$ cat src/rtl/mult_sequencer.sv
// Multi-cycle 32x32 radix-2 shift-add multiplier with HI/LO product registers.
// Signed operands are multiplied as magnitudes and the product is negated at the end.
module mult_sequencer (
  input  logic        clk,
  input  logic        reset,
  input  logic        start,
  input  logic        sgn,
  input  logic [31:0] srca,
  input  logic [31:0] srcb,
  input  logic        hiloreadD,
  input  logic        multstartD,
  input  logic        abort,
  output logic        busy,
  output logic        stall_req,
  output logic        done,
  output logic [31:0] hi,
  output logic [31:0] lo
);

  typedef enum logic [1:0] {
    IDLE = 2'd0,
    RUN  = 2'd1,
    FIX  = 2'd2
  } state_t;

  state_t      state_q, state_d;
  logic [31:0] mcand_q, mcand_d;
  logic [63:0] acc_q, acc_d;
  logic        neg_q, neg_d;
  logic [4:0]  cnt_q, cnt_d;
  logic        done_q, done_d;
  logic [31:0] hi_q, hi_d;
  logic [31:0] lo_q, lo_d;

  logic [32:0] sum33;
  logic [63:0] prod;
  logic [31:0] mag_a, mag_b;

  always_comb begin
    state_d = state_q;
    mcand_d = mcand_q;
    acc_d   = acc_q;
    neg_d   = neg_q;
    cnt_d   = cnt_q;
    done_d  = 1'b0;
    hi_d    = hi_q;
    lo_d    = lo_q;

    // Magnitude of 0x80000000 wraps to itself, which is correct as unsigned.
    mag_a = (sgn && srca[31]) ? (~srca + 32'd1) : srca;
    mag_b = (sgn && srcb[31]) ? (~srcb + 32'd1) : srcb;
    sum33 = acc_q[0] ? ({1'b0, acc_q[63:32]} + {1'b0, mcand_q}) : {1'b0, acc_q[63:32]};
    prod  = neg_q ? (~acc_q + 64'd1) : acc_q;

    case (state_q)
      IDLE: begin
        if (start) begin
          mcand_d = mag_a;
          acc_d   = {32'd0, mag_b};
          neg_d   = sgn & (srca[31] ^ srcb[31]);
          cnt_d   = '0;
          state_d = RUN;
        end
      end
      RUN: begin
        if (abort) begin
          state_d = IDLE;
        end else begin
          acc_d = {sum33, acc_q[31:1]};
          cnt_d = cnt_q + 5'd1;
          if (cnt_q == 5'd31) begin
            state_d = FIX;
          end
        end
      end
      FIX: begin
        state_d = IDLE;
        if (!abort) begin
          hi_d   = prod[63:32];
          lo_d   = prod[31:0];
          done_d = 1'b1;
        end
      end
      default: state_d = IDLE;
    endcase
  end

  always_ff @(posedge clk or posedge reset) begin
    if (reset) begin
      state_q <= IDLE;
      mcand_q <= '0;
      acc_q   <= '0;
      neg_q   <= 1'b0;
      cnt_q   <= '0;
      done_q  <= 1'b0;
      hi_q    <= '0;
      lo_q    <= '0;
    end else begin
      state_q <= state_d;
      mcand_q <= mcand_d;
      acc_q   <= acc_d;
      neg_q   <= neg_d;
      cnt_q   <= cnt_d;
      done_q  <= done_d;
      hi_q    <= hi_d;
      lo_q    <= lo_d;
    end
  end

  assign busy      = (state_q != IDLE);
  assign stall_req = busy & (hiloreadD | multstartD);
  assign done      = done_q;
  assign hi        = hi_q;
  assign lo        = lo_q;

endmodule
$ cat config.mk
export PLATFORM = sky130hd
export DESIGN_NAME = mult_sequencer
export DESIGN_NICKNAME = d
export VERILOG_FILES = /design/src/rtl/mult_sequencer.sv
export SDC_FILE = /design/constraint.sdc
export NUM_CORES = 1
export LEC_CHECK = 0
export BUFFER_PORTS_ARGS = -buffer_cell sky130_fd_sc_hd__buf_4
export CAP_MARGIN = 30
export CORE_MARGIN = 3
export CORE_UTILIZATION = 59
export DETAILED_ROUTE_END_ITERATION = 6
export PLACE_DENSITY = 0.81
export SYNTH_ARGS = -nofsm -noshare
export SYNTH_HDL_FRONTEND = slang
export SYNTH_SLANG_ARGS = --single-unit
$ cat constraint.sdc
create_clock -name clk -period 9.1 [get_ports clk]
set_input_delay 0.455 -clock clk [delete_from_list [all_inputs] [get_ports clk]]
set_output_delay 0.455 -clock clk [all_outputs]
set_load 0.05 [all_outputs]
==> impl_results.md, run 1 <==
* Critical Path RT at between 9 and 10 ns
* Clock Pin Slew Worst Setup and Hold Paths at 0.07 ns
* Core area at between 15000 and 20000 sq um
* Final period utilization at 36.6%
* Post-Route Hold Slack at between 0.15 and 0.2 ns
* CP Capture Type: register
* Max rail drop VDD at between 0.15 and 0.2 mV
* Worst relative slew slack at 30.4%
* Largest net degree at the start of global routing at 99
* Register area at 4230 sq um
* Final setup viols at 0
* Post-DP HPWL at a little under 20000 um
* Worst-Skew Late Latency at about 0.44 ns
* PnR worst setup slack at 5.77 ns
* Multi-input combinational cell area at a little over 6000 sq um
* I/O Pins at 138
* Clock root cell: clkbuf_16
* WP data arrival at 3.64 ns
* Syn. warnings at 0
* Area delta synth->final at 16.5%
* GRT Util Overall at 27.8%
* Initial antenna violation count at 0
* First drt pass iteration count at 6
* Crit Path Max Fanout at 7
* I/O Buffers at ~140
* Mapped Area at 10600 sq um
* Clock Path Buffers at 2
* Worst-margin pin slew at 1.04 ns
* Worst Hold Class: primary input to asynchronous set/reset pin
* Worst setup SP type: register
* Routed wire length per instance at ~17 um
* Mean Syn Cell Area at 8.54 sq um
* Hold buffer count at CTS at 0
* Final TNS setup at 0 ns
* Antenna fix cells at 0
* Vias in the first global route at 8888
* Fin crit period at 3.33 ns
* Drt total wl at about 27000 um
* # Post-CTS Setup Buffers at 0
* Via density at 6.04
* Synthesis-stage register bit count at 169
* XOR/XNOR Fraction of Synth Area at approximately 12%
* Synth Net Count at 1355
* Sequential area share after synthesis at 39.8%
* Fmax at 300 MHz
* Power Density at between 200 and 250 nW/um^2
* FFs w/ async S/R, synth at 100%
* Top FF cell, synth: dfrtp_1
* Count of cell types in the netlist at 59
* Fillers at about 1400
* Chip width at approximately 140 um
* Synthesized-area fraction occupied by adder cells at 4.54%
* First-pass GRT wire length at roughly 45000 um
* Pwr Total at 3.08 mW
* Die area at 19700 sq um
* Number of flops mapped to enable cells by yosys at 0
* Max-slew violation count at 0
* Vias after detailed routing at 9534
* Layout cell share with drive strength beyond 1 at between 10 and 15%
* CTS tree: done
* Initial Util at 60.9%
* Initial DRC Count at about 1100
* Status: finished clean
* Main combinational cell family by area after synthesis: compound AO/OA/AOI/OAI gates
* Clock sink count at 169
* Synth Area in Simple Gates at 16.6%
* Nets at 1449
* Pre-CTS setup slack at 5.83 ns
* FP Rows at 48
* Htree depth at 4
* CP Class: register to register
* Final ANT Viol Nets at 0
* Mapped Cells at 1246
* Mux cell area share after synthesis at 0.953%
* Worst clock skew at 0.0103 ns
* Total grt overflow at 0
* Placer Congestion at 0.934
* # resized after CTS at 0
* Max Cap Violations at 0
* Drc violations at 0
* RSZ-0062 raised after global routing: false
* LEAKAGE at 5.55 nW
* Num CTS Buffers at 17
* Hold Vio Cnt, Final at 0
* Die H at 140 um
* Synth Area in Compound Gates at 22.9%
layer usage:
metal | routed length, um | track usage (%)
met2 | 11600 | 39.3
met3 | 2500 | 6.42
met1 | 12800 | 43.5
met5 | 0 | 0
met4 | 391 | 6.32
logic make-up after synthesis:
| group | Yosys count |
|---|---|
| xor gates and xnor gates | 147 |
| and+or+nand+nor | 377 |
| muxes | 10 |
| DFF | 169 |
| adders and majority gates | 38 |
| buffers and inverters | 91 |
| AOI/OAI and AO/OA | 414 |
worst paths after layout:
check                                     start                       to  slack [ns]  cells past startpoint
max                        acc_q[9]$_DFFE_PP0P_       hi[29]$_DFFE_PP0P_        5.77                      9
min reg2reg                   neg_q$_DFFE_PP0P_        neg_q$_DFFE_PP0P_        0.48                      2
min                                       reset       lo[16]$_DFFE_PP0P_        0.16                      2
max reg2reg                acc_q[9]$_DFFE_PP0P_       hi[29]$_DFFE_PP0P_        5.77                      9
min in group clk                       srca[31]  mcand_q[31]$_DFFE_PP0P_        0.28                      3
max in group asynchronous                 reset  mcand_q[14]$_DFFE_PP0P_        7.43                      3
Yosys cell counts (9+ instances only):
master    count  area (sq um)
a21o_1        9          67.6
a21oi_1     148           741
a22oi_1      17           128
clkbuf_1     67           251
dfrtp_1     169          4230
ha_1         37           463
inv_1        20          75.1
mux2i_1       9          90.1
nand2_1     119           447
nand2b_1     12          75.1
nand3_1      15          75.1
nor2_1      129           484
nor2b_1       9          56.3
nor3_1       21           105
nor4_1       10          62.6
o21ai_0     141           706
o31ai_1      30           225
o41ai_1      12           105
or3_1        18           113
xnor2_1      48           420
xor2_1       99           867
critical path: stages, from the launching register on:
cell and delay (ns):
dfrtp_1 0.45, or4_4 0.56, or3_4 0.37, or3_4 0.41, nand2b_4 0.18, or3_4 0.44, nand2b_4 0.19, o31ai_1 0.30
xor2_1 0.22, a21oi_1 0.09
per-stage QoR:
| stage | area [sq um] | utilization [%] | instances |
|---|---|---|---|
| floorplan | 10600 | - | 1246 |
| global placement | 11800 | 67.2 | 1544 |
| detailed placement | 11800 | 67.5 | 1546 |
| CTS | 12400 | 70.9 | 1578 |
| global route | 12400 | 70.9 | 1578 |
| finish | 12400 | 70.9 | 1578 |
placed cells by master, fill, tap and decap left out, drive strengths merged, types with 6 or more instances in the layout:
cell type	netlist	layout
a21o	9	9
a21oi	148	148
a22oi	17	17
a31oi	8	8
and2	6	6
buf	3	145
clkbuf	67	17
dfrtp	169	169
ha	37	37
inv	21	31
mux2i	9	9
nand2	119	119
nand2b	15	15
nand3	15	15
nand3b	6	6
nand4	8	8
nor2	129	129
nor2b	9	9
nor3	21	21
nor4	10	10
o21a	6	6
o21ai	141	141
o22ai	8	8
o31ai	31	31
o41ai	13	13
or3	21	21
or4	8	8
xnor2	48	48
xor2	99	99
where the power goes:
group / internal [mW] / switching, mW / leakage (nW)
Combinational: 0.480 / 0.680 / 3.05
Sequential: 0.893 / 0.275 / 2.21
Clock: 0.416 / 0.337 / 0.292
Total: 1.79 / 1.29 / 5.55
final cells by class:
cell class	instances	share of cell area [%]
Multi-Input combinational cell	986	49.1
Sequential cell	169	34.1
Timing Repair Buffer	145	9.00
Clock buffer	17	3.43
Tap cell	225	2.27
Clock inverter	15	1.44
Inverter	21	0.676
sequential cells by signal, summed over array words and instances, names as in the netlist:
register  flops
lo           32
neg_q         1
cnt_q         5
mcand_q      32
acc_q        64
hi           32
done          1
state_q       2
No activity file was read; power rests on OpenSTA's default activity.
==> run 2, diff against run 1 <==
Clock period 9.1 ns to 3.2 ns, I/O delays scaled along.
==> impl_results.md, run 2 (synthesis gave the netlist of run 1 again) <==
* Worst relative slew slack at 35.6% (+5.2 points)
* Int Pwr at 5.25 mW (+190%)
* Critical Path RT at 3.51 ns (-5.90 ns)
* Worst clock skew at 0.0126 ns (+0.00231 ns)
* WP data arrival at 3.46 ns (-0.18 ns)
* Most frequent cells in the layout: buf_4 (177), dfrtp_1 (169), a21oi_1 (148)
* Post-DP HPWL at 20800 um (+5.3%)
* Sw frac at 41.6% (-0.31 points)
* CP Class: register to register
* Setup crit start: acc_q[9]$_DFFE_PP0P_
* # Post-CTS Setup Buffers at 0 (unchanged)
* Vias in the first global route at 8860 (-0.32%)
* Worst Hold Class: primary input to register
* Initial antenna violation count at 0 (unchanged)
* Clock sink count at 169 (unchanged)
* Clock Pin Slew Worst Setup and Hold Paths at 0.07 ns (about the same)
* FP Rows at 48 (unchanged)
* Status: finished clean
* Fmax at 318 MHz (+6.0%)
* Largest register FFs at 64 (unchanged)
* Die H at 140 um (unchanged)
* Num CTS Buffers at 17 (unchanged)
* Worst-Skew Late Latency at 0.44 ns (about the same)
* R2r startpoint: acc_q[9]$_DFFE_PP0P_
* R2r setup slk at 0.06 ns (-5.71 ns)
* Final ANT Viol Nets at 0 (unchanged)
* Max rail drop VDD at 0.487 mV (+170%)
* Initial DRC Count at 1245 (+11%)
* Via density at 6.07 (+0.46%)
* LEAKAGE at 5.77 nW (+3.9%)
* GRT Util Overall at 28.2% (+0.39 points)
* Die area at 19700 sq um (unchanged)
* Final std cells w/o fill at 1618 (+2.5%)
* Layout cell share with drive strength beyond 1 at 17.2% (+2.6 points)
* Largest reg by FF count: acc_q
* CP Capture Type: register
* Area delta synth->final at 20.3%
* Gate power share at 41.4% (+3.8 points)
* Initial Util at 60.9% (unchanged)
* I/O Buffers at 137 (unchanged)
* Most common cell after layout, fill and taps aside: buf_4
* CTS tree: done
* Fin crit period at 3.14 ns (-0.189 ns)
* Final setup viols at 0 (unchanged)
* Final period utilization at 98.2% (+62 points)
* Drt total wl at 28400 um (+4.3%)
* I/O Pins at 138 (unchanged)
* Final TNS setup at 0 ns (unchanged)
* Nets at 1489 (+2.8%)
* Critical Path End: hi[25]$_DFFE_PP0P_
* Clock root cell: clkbuf_16
* Worst-margin pin slew at 0.962 ns (-0.0781 ns)
* Clock Path Buffers at 2 (unchanged)
* Largest net degree at the start of global routing at 68 (-31%)
* First-pass GRT wire length at 45400 um (+0.95%)
* Final Core Density at 73.2% (+2.3 points)
* Max-slew violation count at 0 (unchanged)
* Capture point of the worst reg-to-reg path: hi[25]$_DFFE_PP0P_
* Power Density at 703 nW/um^2 (+180%)
* Max Cap Violations at 0 (unchanged)
* Crit Path Max Fanout at 5 (-2)
* Chip width at 140 um (unchanged)
* Routed wire length per instance at 17.5 um (+1.7%)
* Cells after DPL at 1583 (+2.4%)
* Core area at 17500 sq um (unchanged)
* Worst setup SP type: register
* Placer Congestion at 0.929 (-0.59%)
* Vias after detailed routing at 9821 (+3.0%)
* First drt pass iteration count at 7 (+1)
* Hold Vio Cnt, Final at 0 (unchanged)
* Sw Pwr at 3.75 mW (+190%)
* Worst reg-to-reg path cell count at 9 (unchanged)
* Drc violations at 0 (unchanged)
* Clock share of power at 23.7% (-0.8 points)
* Total grt overflow at 0 (unchanged)
* Htree depth at 4 (unchanged)
* Flop pwr share at 34.9% (-3.0 points)
* Antenna fix cells at 0 (unchanged)
[run 2: changes by cell type in the layout (fill, tap and decap cells not counted), moves of 2 or more]
cell,delta
o31ai_2,+2
o21ai_0,-2
o31ai_1,-3
clkinvlp_4,+2
o21ai_1,+2
inv_6,-3
buf_4,+34
buf_12,+5
dlygate4sd3_1,+2
[run 2: power groups by stage]
stage	sequential (mW)	clock, mW	combinational [mW]
floorplan	2.99	0	2.58
global placement	3.12	0	3.46
detailed placement	3.15	0	3.54
CTS	3.11	2.14	3.59
global route	3.18	2.24	4.13
finish	3.14	2.13	3.73
[run 2: timing repair]
action                                  in CTS  in global routing
endpoints found under the setup margin       0                 10
hold endpoints to repair                    34                  0
gates resized for setup                      0                  9
hold buffers                                 2                  0
[run 2: per-stage QoR]
step / setup slack, ns / cell area [sq um] / total power, mW / hold WS [ns]
2_1_floorplan: 0.0961 / 10600 / 5.57 / 0.288
3_3_place_gp: 0.117 / 12100 / 6.58 / 0.358
3_5_place_dp: 0.101 / 12100 / 6.69 / 0.362
4_1_cts: 0.00842 / 12700 / 8.85 / 0.00960
5_1_grt: -0.0429 / 12800 / 9.56 / 0.0147
6_report: 0.0565 / 12800 / 9.00 / 0.0140
[run 2: layout make-up]
class	instances	area [sq um]
Clock buffer	17	425
Clock inverter	15	180
Fill cell	1318	4680
Inverter	21	82.6
Multi-Input combinational cell	986	6120
Sequential cell	169	4230
Tap cell	225	282
Timing Repair Buffer	185	1480
[run 2: critical path: stages, from the launching register on]
cell,delay [ns]
dfrtp_1,0.38
or4_4,0.54
or3_4,0.37
or3_4,0.39
nand2b_4,0.17
or3_4,0.42
nand2b_4,0.21
o31ai_2,0.30
xor2_1,0.17
a21oi_1,0.08
[run 2: how the worst min path moves through the flow]
stage	from	to	slack, ns	cells past startpoint
floorplan	srca[31]	mcand_q[31]$_DFFE_PP0P_	0.29	2
global placement	reset	lo[7]$_DFFE_PP0P_	0.36	2
detailed placement	reset	lo[10]$_DFFE_PP0P_	0.36	2
CTS	srcb[0]	acc_q[0]$_DFFE_PP0P_	0.01	3
global route	srcb[0]	acc_q[0]$_DFFE_PP0P_	0.01	3
finish	srcb[0]	acc_q[0]$_DFFE_PP0P_	0.01	3
[run 2: per-layer routing]
layer,up-vias,wire [um],share of wire (%),track usage (%)
met2,423,12400,44,41.0
met3,33,2870,10,6.08
met1,4664,12800,45,43.9
li1,4701,-,-,-
met5,-,0,0,0
met4,0,315,1.1,5.30
==> run 3, diff against run 2 <==
Clock period 3.2 ns to 3 ns, I/O delays scaled along.
==> impl_results.md, run 3 (synthesis gave the netlist of run 1 again) <==
* Nets at 1507 (+1.2%)
* Worst setup SP type: register
* Drt total wl at 29500 um (+3.8%)
* Final setup viols at 3 (+3)
* Most frequent cells in the layout: buf_4 (196), dfrtp_1 (168), a21oi_1 (148)
* Worst relative slew slack at 26.3% (-9.3 points)
* First drt pass iteration count at 7 (unchanged)
* Post-Route Hold Slack at 0.00552 ns (-0.00846 ns)
* Clock Pin Slew Worst Setup and Hold Paths at 0.07 ns (about the same)
* CTS tree: done
* Area delta synth->final at 22.5%
* Initial antenna violation count at 0 (unchanged)
* Die H at 140 um (unchanged)
* RSZ-0062 raised after global routing: true
* Worst-Skew Late Latency at 0.44 ns (about the same)
* Core area at 17500 sq um (unchanged)
* Violated checks: negative setup slack
* Hold Vio Cnt, Final at 0 (unchanged)
* Status: finished, violations left
* WP data arrival at 3.34 ns (-0.12 ns)
* Via density at 6.12 (+0.83%)
* Die area at 19700 sq um (unchanged)
* Chip width at 140 um (unchanged)
* Most common cell after layout, fill and taps aside: buf_4
* Initial DRC Count at 1150 (-7.6%)
* CP Capture Type: register
* Largest register FFs at 64 (unchanged)
* Clock Path Buffers at 2 (unchanged)
* CP Class: register to register
* Antenna fix cells at 0 (unchanged)
* Htree depth at 4 (unchanged)
* I/O Buffers at 137 (unchanged)
* Pwr Total at 10.1 mW (+12%)
* Total grt overflow at 0 (unchanged)
* Drc violations at 0 (unchanged)
* First-pass GRT wire length at 47400 um (+4.4%)
* Post-DP HPWL at 21000 um (+0.97%)
* Max Cap Violations at 0 (unchanged)
* Clock sink count at 169 (unchanged)
* PnR worst setup slack at -0.0374 ns (-0.0939 ns)
* Max-slew violation count at 0 (unchanged)
* Fmax at 329 MHz (+3.5%)
* Fillers at 1261 (-4.3%)
* FP Rows at 48 (unchanged)
* Clock root cell: clkbuf_16
* Vias after detailed routing at 10000 (+2.0%)
* Placer Congestion at 0.938 (+0.93%)
* Power Density at 772 nW/um^2 (+9.8%)
* Critical Path RT at 3.30 ns (-0.21 ns)
* LEAKAGE at 5.88 nW (+2.0%)
* Vias in the first global route at 9285 (+4.8%)
* Worst Hold Class: primary input to register
* Fin crit period at 3.04 ns (-0.106 ns)
* Largest reg by FF count: acc_q
* Largest net degree at the start of global routing at 129 (+90%)
* Routed wire length per instance at 18.0 um (+2.7%)
* Max rail drop VDD at 0.524 mV (+7.5%)
* Num CTS Buffers at 17 (unchanged)
* Layout cell share with drive strength beyond 1 at 19.0% (+1.8 points)
* Worst-margin pin slew at 1.11 ns (+0.144 ns)
* Final ANT Viol Nets at 0 (unchanged)
* Worst clock skew at 0.0108 ns (-0.00181 ns)
* I/O Pins at 138 (unchanged)
* Pre-CTS setup slack at -0.0297 ns (-0.131 ns)
* Final period utilization at 101% (+3.0 points)
* Crit Path Max Fanout at 5 (unchanged)
* GRT Util Overall at 29.5% (+1.3 points)
* Initial Util at 60.9% (unchanged)
[run 3: cell count changes in the layout (fill, tap and decap cells not counted), moves of 2 or more]
cell / delta
buf_12: -2
o31ai_4: +4
clkinvlp_4: -2
o31ai_1: -5
o21ai_0: -2
bufinv_16: +2
buf_4: +19
[run 3: worst paths after layout]
kind | start | to | slack (ns) | cells after the start
max | acc_q[9]$_DFFE_PP0P_ | hi[23]$_DFFE_PP0P_ | -0.04 | 9
min | srca[5] | mcand_q[5]$_DFFE_PP0P_ | 0.006 | 3
max reg2reg | acc_q[9]$_DFFE_PP0P_ | hi[23]$_DFFE_PP0P_ | -0.04 | 9
min reg2reg | mcand_q[17]$_DFFE_PP0P_ | mcand_q[17]$_DFFE_PP0P_ | 0.50 | 2
max in group asynchronous | reset | neg_q$_DFFE_PP0P_ | 2.14 | 4
min in group asynchronous | reset | lo[16]$_DFFE_PP0P_ | 0.42 | 4
[run 3: timing repair]
| action | CTS | global route |
|---|---|---|
| endpoints found under the hold margin | 171 | 0 |
| setup buffers | 1 | 2 |
| resized for setup | 3 | 18 |
| hold buffers | 3 | 0 |
| pin swaps | 3 | 8 |
| endpoints found under the setup margin | 5 | 21 |
| cloned | 0 | 0 |
[run 3: metrics by stage]
step | instance area [sq um] | TNS, ns | utilization [%] | instances
floorplan | 10700 | -0.0293 | - | 1246
global placement | 12200 | 0 | 70.0 | 1598
detailed placement | 12200 | -0.0475 | 70.0 | 1598
CTS | 12900 | 0 | 74.0 | 1634
global route | 13000 | -0.950 | 74.6 | 1636
finish | 13000 | -0.0704 | 74.6 | 1636
[run 3: per-layer routing]
metal / part of all wire [%] / global-route usage (%)
met1: 45 / 45.2
met2: 43 / 43.2
met3: 10 / 5.43
met4: 1.6 / 8.01
met5: 0 / 0
[run 3: cell type report]
type / count / area, sq um / share of cell area [%]
clock buffers: 18 / 439 / 3.37
well taps: 225 / 282 / 2.16
multi-input cells: 986 / 6220 / 47.7
clock inverters: 14 / 210 / 1.61
repair buffers: 203 / 1570 / 12.1
inverters: 21 / 82.6 / 0.634
flip-flops and latches: 169 / 4230 / 32.5
[run 3: worst max-delay path: stages, from the launching register on]
cell      delay [ns]
dfrtp_1         0.38
or4_4           0.55
or3_4           0.36
or3_4           0.34
nand2b_4        0.17
or3_4           0.38
nand2b_4        0.21
o41ai_2         0.25
xor2_1          0.18
a21oi_1         0.08
[run 3: where the power goes]
part	switching, mW	internal [mW]
logic	2.52	1.76
clock network	0.997	1.44
registers	0.625	2.71
total	4.14	5.92
